`config.mk`:
```
export PLATFORM = sky130hd
export DESIGN_NAME = sdr_app_arbiter
export DESIGN_NICKNAME = d
export VERILOG_FILES = /design/src/rtl/sdr_arb_pkg.sv /design/src/rtl/sdr_tag_fifo.sv /design/src/rtl/sdr_app_arbiter.sv
export SDC_FILE = /design/constraint.sdc
export NUM_CORES = 1
export LEC_CHECK = 0
export CAP_MARGIN = 30
export CORE_AREA = 8 8 169 171
export CTS_CLUSTER_SIZE = 8
export DETAILED_ROUTE_END_ITERATION = 16
export DIE_AREA = 0 0 177 179
export PLACE_DENSITY_LB_ADDON = 0.1
export SETUP_SLACK_MARGIN = 0.15
export SLEW_MARGIN = 20
export SYNTH_ARGS = -nofsm -noshare
export SYNTH_HDL_FRONTEND = slang
export SYNTH_SLANG_ARGS = --single-unit
```
`constraint.sdc`:
```
create_clock -name wb_clk_i -period 2.3 [get_ports wb_clk_i]
set_input_delay 0.345 -clock wb_clk_i [delete_from_list [all_inputs] [get_ports wb_clk_i]]
set_output_delay 0.345 -clock wb_clk_i [all_outputs]
set_load 0.03 [all_outputs]
```
`src/rtl/sdr_arb_pkg.sv`:
```
`default_nettype none
// ============================================================================
// Module  : sdr_arb_pkg
// Brief   : Shared types and helpers for the sdr_app_arbiter slice.
// Revision: 1.0 - initial release
// ============================================================================
package sdr_arb_pkg;

  typedef enum logic [0:0] {
    IDLE = 1'b0,
    REQ  = 1'b1
  } arb_state_e;

  // Request fields are sized for the default app_* interface widths.
  localparam int c_ARB_AW = 26;
  localparam int c_ARB_BL = 9;

  typedef struct packed {
    logic [c_ARB_AW-1:0] addr;
    logic [c_ARB_BL-1:0] len;
    logic                wr_n;
  } arb_req_t;

  function automatic int ch_idw(input int n);
    return (n > 1) ? $clog2(n) : 1;
  endfunction

endpackage
`default_nettype wire

```
`src/rtl/sdr_tag_fifo.sv`:
```
`default_nettype none
// ============================================================================
// Module  : sdr_tag_fifo
// Brief   : Small synchronous FIFO holding channel tags of outstanding bursts.
// Revision: 1.0 - initial release
// ============================================================================
module sdr_tag_fifo #(
  parameter int WIDTH = 2,
  parameter int DEPTH = 4
) (
  input  logic             clk,
  input  logic             rst,
  input  logic             i_push,
  input  logic [WIDTH-1:0] i_data,
  input  logic             i_pop,
  output logic [WIDTH-1:0] o_head,
  output logic             o_full,
  output logic             o_empty
);

  localparam int c_PW = (DEPTH > 1) ? $clog2(DEPTH) : 1;

  logic [WIDTH-1:0] r_mem [DEPTH];
  logic [c_PW-1:0]  r_wr_ptr;
  logic [c_PW-1:0]  r_rd_ptr;
  logic [c_PW:0]    r_count;
  logic             w_do_push;
  logic             w_do_pop;

  assign o_full    = (r_count == (c_PW+1)'(DEPTH));
  assign o_empty   = (r_count == '0);
  assign o_head    = r_mem[r_rd_ptr];
  assign w_do_pop  = i_pop & ~o_empty;
  // A push into a full FIFO is accepted when the head leaves in the same cycle.
  assign w_do_push = i_push & (~o_full | w_do_pop);

  always_ff @(posedge clk or posedge rst) begin
    if (rst) begin
      r_wr_ptr <= '0;
      r_rd_ptr <= '0;
      r_count  <= '0;
    end else begin
      if (w_do_push) r_wr_ptr <= r_wr_ptr + c_PW'(1);
      if (w_do_pop)  r_rd_ptr <= r_rd_ptr + c_PW'(1);
      case ({w_do_push, w_do_pop})
        2'b10:   r_count <= r_count + (c_PW+1)'(1);
        2'b01:   r_count <= r_count - (c_PW+1)'(1);
        default: r_count <= r_count;
      endcase
    end
  end

  always_ff @(posedge clk) begin
    if (w_do_push) r_mem[r_wr_ptr] <= i_data;
  end

endmodule
`default_nettype wire

```
`src/rtl/sdr_app_arbiter.sv`:
```
`default_nettype none
// ============================================================================
// Module  : sdr_app_arbiter
// Brief   : N-channel round-robin front end for the sdrc_core app_* port; data
//           phases return in order to their owner through wr/rd tag FIFOs.
//           Define SDR_ARB_PRIO_EN to make channel 0 strict high priority.
// Revision: 1.0 - initial release
// ============================================================================
module sdr_app_arbiter
  import sdr_arb_pkg::*;
#(
  parameter int NUM_CH    = 4,
  parameter int APP_AW    = 26,
  parameter int DW        = 32,
  parameter int BL        = 9,
  parameter int TAG_DEPTH = 4
) (
  input  logic                     wb_clk_i,
  input  logic                     wb_rst_i,
  input  logic [NUM_CH-1:0]        ch_req,
  input  logic [NUM_CH*APP_AW-1:0] ch_req_addr,
  input  logic [NUM_CH*BL-1:0]     ch_req_len,
  input  logic [NUM_CH-1:0]        ch_req_wr_n,
  output logic [NUM_CH-1:0]        ch_req_ack,
  input  logic [NUM_CH*DW-1:0]     ch_wr_data,
  input  logic [NUM_CH*DW/8-1:0]   ch_wr_en_n,
  output logic [NUM_CH-1:0]        ch_wr_next,
  output logic [NUM_CH-1:0]        ch_rd_valid,
  output logic [NUM_CH-1:0]        ch_last_rd,
  output logic [DW-1:0]            ch_rd_data,
  output logic                     app_req,
  output logic [APP_AW-1:0]        app_req_addr,
  output logic [BL-1:0]            app_req_len,
  output logic                     app_req_wr_n,
  input  logic                     app_req_ack,
  output logic [DW-1:0]            app_wr_data,
  output logic [DW/8-1:0]          app_wr_en_n,
  input  logic                     app_wr_next_req,
  input  logic                     app_last_wr,
  input  logic                     app_rd_valid,
  input  logic                     app_last_rd,
  input  logic [DW-1:0]            app_rd_data,
  output logic                     arb_err
);

  localparam int c_IDW = ch_idw(NUM_CH);
  localparam int c_BEW = DW / 8;

  arb_state_e       r_state;
  logic [c_IDW-1:0] r_grant;
  logic [c_IDW-1:0] r_rr_ptr;
  arb_req_t         r_req;
  logic             r_app_req;
  logic             r_err;
  logic [NUM_CH-1:0] w_elig;
  logic             w_any;
  logic [c_IDW-1:0] w_sel;
  logic             w_sel_prio;
  int               w_idx;
  arb_req_t         w_sel_req;
  logic             w_ack;
  logic             w_err_evt;
  logic [c_IDW-1:0] w_wr_head, w_rd_head;
  logic             w_wr_full, w_wr_empty, w_rd_full, w_rd_empty;
`ifdef SDR_ARB_PRIO_EN
  logic             r_prio_win;
`endif

  assign w_ack = (r_state == REQ) & app_req_ack;

  always_comb begin
    for (int i = 0; i < NUM_CH; i++)
      w_elig[i] = ch_req[i] & (ch_req_wr_n[i] ? ~w_rd_full : ~w_wr_full);
  end

  always_comb begin
    w_any      = 1'b0;
    w_sel      = '0;
    w_sel_prio = 1'b0;
    w_idx      = 0;
    for (int k = 0; k < NUM_CH; k++) begin
      w_idx = int'(r_rr_ptr) + k;
      if (w_idx >= NUM_CH) w_idx = w_idx - NUM_CH;
      if (!w_any && w_elig[w_idx[c_IDW-1:0]]) begin
        w_any = 1'b1;
        w_sel = w_idx[c_IDW-1:0];
      end
    end
`ifdef SDR_ARB_PRIO_EN
    if (w_elig[0]) begin
      w_sel      = '0;
      w_sel_prio = 1'b1;
    end
`endif
  end

  always_comb begin
    w_sel_req = '{addr: '0, len: '0, wr_n: 1'b1};
    for (int i = 0; i < NUM_CH; i++) begin
      if (w_sel == c_IDW'(i)) begin
        w_sel_req.addr = c_ARB_AW'(ch_req_addr[i*APP_AW +: APP_AW]);
        w_sel_req.len  = c_ARB_BL'(ch_req_len[i*BL +: BL]);
        w_sel_req.wr_n = ch_req_wr_n[i];
      end
    end
  end

  always_ff @(posedge wb_clk_i or posedge wb_rst_i) begin
    if (wb_rst_i) begin
      r_state   <= IDLE;
      r_grant   <= '0;
      r_rr_ptr  <= '0;
      r_req     <= '{addr: '0, len: '0, wr_n: 1'b1};
      r_app_req <= 1'b0;
`ifdef SDR_ARB_PRIO_EN
      r_prio_win <= 1'b0;
`endif
    end else begin
      case (r_state)
        IDLE: begin
          if (w_any) begin
            r_grant   <= w_sel;
            r_req     <= w_sel_req;
            r_app_req <= 1'b1;
            r_state   <= REQ;
`ifdef SDR_ARB_PRIO_EN
            r_prio_win <= w_sel_prio;
`endif
          end
        end
        REQ: begin
          if (app_req_ack) begin
            r_app_req <= 1'b0;
            r_state   <= IDLE;
`ifdef SDR_ARB_PRIO_EN
            if (!r_prio_win)
`endif
            r_rr_ptr <= (r_grant == c_IDW'(NUM_CH-1)) ? '0 : r_grant + c_IDW'(1);
          end
        end
        default: r_state <= IDLE;
      endcase
    end
  end

  // Stray data-phase strobes and acks outside REQ are dropped but remembered.
  assign w_err_evt = ((app_rd_valid | app_last_rd) & w_rd_empty)
                   | ((app_wr_next_req | app_last_wr) & w_wr_empty)
                   | (app_req_ack & (r_state == IDLE));

  always_ff @(posedge wb_clk_i or posedge wb_rst_i) begin
    if (wb_rst_i) r_err <= 1'b0;
    else          r_err <= r_err | w_err_evt;
  end

  sdr_tag_fifo #(.WIDTH(c_IDW), .DEPTH(TAG_DEPTH)) u_wr_tags (
    .clk     (wb_clk_i),
    .rst     (wb_rst_i),
    .i_push  (w_ack & ~r_req.wr_n),
    .i_data  (r_grant),
    .i_pop   (app_last_wr),
    .o_head  (w_wr_head),
    .o_full  (w_wr_full),
    .o_empty (w_wr_empty)
  );

  sdr_tag_fifo #(.WIDTH(c_IDW), .DEPTH(TAG_DEPTH)) u_rd_tags (
    .clk     (wb_clk_i),
    .rst     (wb_rst_i),
    .i_push  (w_ack & r_req.wr_n),
    .i_data  (r_grant),
    .i_pop   (app_last_rd),
    .o_head  (w_rd_head),
    .o_full  (w_rd_full),
    .o_empty (w_rd_empty)
  );

  always_comb begin
    ch_req_ack  = '0;
    ch_wr_next  = '0;
    ch_rd_valid = '0;
    ch_last_rd  = '0;
    app_wr_data = '0;
    app_wr_en_n = '1;
    for (int i = 0; i < NUM_CH; i++) begin
      if (w_ack && r_grant == c_IDW'(i)) ch_req_ack[i] = 1'b1;
      if (!w_wr_empty && w_wr_head == c_IDW'(i)) begin
        ch_wr_next[i] = app_wr_next_req;
        app_wr_data   = ch_wr_data[i*DW +: DW];
        app_wr_en_n   = ch_wr_en_n[i*c_BEW +: c_BEW];
      end
      if (!w_rd_empty && w_rd_head == c_IDW'(i)) begin
        ch_rd_valid[i] = app_rd_valid;
        ch_last_rd[i]  = app_last_rd;
      end
    end
  end

  assign app_req      = r_app_req;
  assign app_req_addr = APP_AW'(r_req.addr);
  assign app_req_len  = BL'(r_req.len);
  assign app_req_wr_n = r_req.wr_n;
  assign ch_rd_data   = app_rd_data;
  assign arb_err      = r_err;

endmodule
`default_nettype wire

```
==> summary.md <==
| Metric | Value |
|---|---|
| Clock Path Buffers | `2` |
| RePlAce Congestion | `0.863` |
| Startpoint class of the critical path | `flip-flop` |
| Via count of the first global-routing pass | `6715` |
| Clock-pin transition on the worst setup and hold timing paths | `60 ps` |
| Post-Route WL | `30700 µm` |
| PortBufs | `388` |
| Fin crit share | `119%` |
| Std-Cell Core Area | `0.0258 mm²` |
| Violations in the final reports | `setup timing` |
| Predominant post-synthesis flop cell | `sky130_fd_sc_hd__dfrtp_1` |
| Overall track demand over capacity in global routing | `18.4%` |
| Area Overhead vs Synth | `112%` |
| Sequential cell area fraction in the yosys report | `32.6%` |
| Max Freq | `0.364 GHz` |
| Share of the synthesized area in the top cell type | `24.0%` |
| Maximum ir drop on the vdd rail | `0.906 mV` |
| CP cell instances | `mux4_2 -> buf_12 -> buf_4 -> mux4_2 -> and2_4 -> buf_2` |
| Critical Path Slowest Stage Cell | `sky130_fd_sc_hd__mux4_2` |
| Pre-CTS setup slack | `-584 ps` |
| Number of antenna violations at the first check in global routing | `8` |
| CTS tree | `yes` |
| Flip-flop and latch count after synthesis | `73` |
| Overall die area | `0.0317 mm²` |
| Cell area after placement | `0.0103 mm²` |
| Final #Nets | `1299` |
| Iteration-0 DRC count of the detailed router | `230` |
| Unique cell type count in the Yosys netlist | `49` |
| Initial standard-cell utilization of the core | `22.7%` |
| Endpoints failing setup | `77` |
| Hold Fails Final Rpt | `0` |
| Post-Synthesis Mean Instance Area | `11.6 µm²` |
| Die height | `179 µm` |
| Data required, critical path | `1960 ps` |
| Total number of H-tree levels | `3` |
| WL/cell | `23.6 µm` |
| Share of synthesized registers carrying an async set or reset | `78.1%` |
| Pin count of the biggest net entering global routing | `36` |
| Count of flip-flops with a built-in enable after synthesis | `16` |
| Count of placed standard cells including taps | `1208` |
| Number of optimization iterations in the first detailed-route pass | `5` |
| Total via count in the routed design | `5974` |
| Hold_buf cts | `0` |
| Clk_lat worst skew | `340 ps` |
| Classification of the worst setup path | `reg2out` |
| Count of clock tree sinks | `73` |
| Syn Inst Count | `506` |
| Outcome | `complete, but fails checks` |
| Setup WS post-layout | `-445 ps` |
| Number of vias per cell after detailed routing | `4.61` |
| Relative slew slack | `67.0%` |
| Power per standard cell area | `1380 mW/mm²` |
| Critical Path Max Stage Delay | `610 ps` |
| Number of pins with negative max-slew slack in the final report | `0` |
| RSZ-0062 raised after global routing | `yes` |
| Cell types occupying the most area after synthesis | `sky130_fd_sc_hd__dfrtp_1 (24%), sky130_fd_sc_hd__mux4_2 (14%), sky130_fd_sc_hd__mux2i_1 (13%)` |
| Post-synth design cell area | `0.00585 mm²` |
| First-pass GRT wire length | `43200 µm` |
| Most numerous cell on the critical path | `sky130_fd_sc_hd__mux4_2` |
| Area of all placed cells without fillers | `0.0124 mm²` |
| Final global-route overflow total | `0` |
| IO Count | `453` |
| Largest clock skew in the final design | `8.49 ps` |
| Slew at the pin closest to its max-slew limit | `495 ps` |
| Detailed placer's ending HPWL | `23500 µm` |
| Crit path max fanout | `10` |
| Source of the worst register-to-register timing path | `u_wr_tags.r_count[0]` |
| Static leakage | `0.00498 µW` |
| Number of nets produced by synthesis | `853` |
| Number of max-cap violations | `0` |
| Worst-case register-to-register setup slack | `-170 ps` |
| Type of element capturing the critical path | `output port` |
| Yosys top cell by area | `sky130_fd_sc_hd__dfrtp_1` |
| Number of standard cells in the layout, taps in and fillers out | `1297` |
| Root buffer cell | `sky130_fd_sc_hd__clkbuf_16` |
| Number of remaining DRC errors | `0` |
| Die Width | `177 µm` |
| Layout cells sized above 1 | `40.3%` |
| Cells on worst reg2reg path | `10` |
| Crit path time final | `2740 ps` |
| Row count | `59` |
| Post-route ant nets | `0` |
| Number of warnings reported in the yosys synthesis log | `0` |
| Class of the tightest hold or removal check | `in2async` |
| Clock buffers created by TritonCTS | `9` |
| Arrival time of data at the critical path endpoint | `2400 ps` |
| Crit Reg-Reg Endpoint | `app_req_len[1]` |
-- synthesized netlist by cell type, types with 3 or more instances --
cell,number
sky130_fd_sc_hd__ha_1,14
sky130_fd_sc_hd__buf_2,10
sky130_fd_sc_hd__o211ai_2,3
sky130_fd_sc_hd__buf_4,34
sky130_fd_sc_hd__and3_1,4
sky130_fd_sc_hd__xor2_1,5
sky130_fd_sc_hd__nand4bb_1,4
sky130_fd_sc_hd__o221ai_1,6
sky130_fd_sc_hd__xnor2_1,7
sky130_fd_sc_hd__nand2_1,61
sky130_fd_sc_hd__o221ai_2,30
sky130_fd_sc_hd__a21oi_1,3
sky130_fd_sc_hd__nor3b_1,3
sky130_fd_sc_hd__inv_1,18
sky130_fd_sc_hd__dfrtp_1,56
sky130_fd_sc_hd__and2_1,41
sky130_fd_sc_hd__o21ai_0,8
sky130_fd_sc_hd__edfxtp_1,16
sky130_fd_sc_hd__buf_6,11
sky130_fd_sc_hd__mux2i_1,76
sky130_fd_sc_hd__mux4_2,36
sky130_fd_sc_hd__nor2_1,12
sky130_fd_sc_hd__mux2_2,5
sky130_fd_sc_hd__clkbuf_1,9
-- report_power, final --
part	switching, µW	leakage [µW]	internal (µW)
logic	6110	0.00400	7230
registers	440	0.000834	1890
clock network	549	0.000150	938
-- worst max-delay path, delay by kind of cell (launching register included) --
| family | cells | cell delay [ps] |
|---|---|---|
| flip-flops | 1 | 370 |
| multiplexers | 2 | 1020 |
| buffers and inverters | 3 | 490 |
| AND/OR/NAND/NOR | 1 | 170 |
-- area by class of cell --
type / count / area (µm²)
fill: 2350 / 13400
timing repair buffer: 500 / 5490
multi-input combinational: 350 / 4190
sequential: 73 / 1910
tap: 335 / 419
clock buffer: 9 / 225
clock inverter: 7 / 85.1
inverter: 18 / 70.1
antenna: 5 / 12.5
-- kinds of logic after synthesis --
family                   after synthesis  share of synthesized area [%]
AND/OR/NAND/NOR                      143                           12.9
multiplexers                         117                           27.8
buffers and inverters                 83                           9.13
flip-flops                            73                           32.6
AO/OA/AOI/OAI                         62                           12.1
adder cells (fa/ha/maj)               16                           3.68
XOR/XNOR                              12                           1.80
-- cell usage in the layout, fill, tap and decap left out, types with 27 or more instances in the layout --
master                            netlist  routed
sky130_fd_sc_hd__clkdlybuf4s50_1        0     335
sky130_fd_sc_hd__o221ai_2              30      32
sky130_fd_sc_hd__mux4_2                36      36
sky130_fd_sc_hd__mux2i_4                0      27
sky130_fd_sc_hd__buf_6                 11      51
sky130_fd_sc_hd__mux2i_1               76      28
sky130_fd_sc_hd__buf_12                 0      27
sky130_fd_sc_hd__and2_4                 0      30
sky130_fd_sc_hd__nand2_1               61      52
sky130_fd_sc_hd__dfrtp_1               56      54
sky130_fd_sc_hd__buf_4                 34      53
-- through the flow --
stage | util [%] | setup TNS, ps | power [µW] | hold slack [ps]
floorplan | - | 0 | 8860 | 431
global placement | 40.0 | -24210 | 12200 | 471
detailed placement | 40.0 | -27570 | 12400 | 472
CTS | 46.2 | -19040 | 16500 | 371
global route | 48.1 | -25970 | 18100 | 422
finish | 48.1 | -19090 | 17200 | 369
-- per-layer routing --
layer / wire (µm) / track usage, % / vias up
met5: 36 / 0.640 / -
met4: 695 / 5.92 / 6
met3: 2890 / 6.97 / 56
met2: 16000 / 33.0 / 286
met1: 11000 / 19.6 / 2862
li1: - / - / 2764
-- worst max-delay path by stage --
stage / startpoint / end / slack, ps / depth (start not counted)
2_1_floorplan: u_wr_tags.r_rd_ptr[0] / app_wr_data[0] / 110 / 5
3_3_place_gp: ch_req_wr_n[0] / app_req_addr[16] / -500 / 8
3_5_place_dp: ch_req_wr_n[0] / app_req_addr[16] / -580 / 8
4_1_cts: u_wr_tags.r_rd_ptr[0] / app_wr_data[2] / -490 / 6
5_1_grt: u_wr_tags.r_rd_ptr[0] / app_wr_data[8] / -540 / 6
6_report: u_wr_tags.r_rd_ptr[0] / app_wr_data[5] / -440 / 6
-- what timing repair did --
item,4_1_cts,5_1_grt
gates cloned,20,1
buffers inserted,33,14
pin swaps,30,35
resized for setup,300,75
hold endpoints to repair,0,0
endpoints found under the setup margin,87,89
-- sequential cells by signal, indices dropped and copies added, names as in the netlist, 2 cells and up --
register and cells:
u_wr_tags.r_count 3, u_wr_tags.r_wr_ptr 2, u_wr_tags.r_rd_ptr 2, r_rr_ptr 2, u_rd_tags.r_wr_ptr 2, u_rd_tags.r_mem 8, r_grant 2, u_rd_tags.r_count 3
app_req_addr 26, u_rd_tags.r_rd_ptr 2, app_req_len 9, u_wr_tags.r_mem 8
Power figures use the tool's default switching activity.
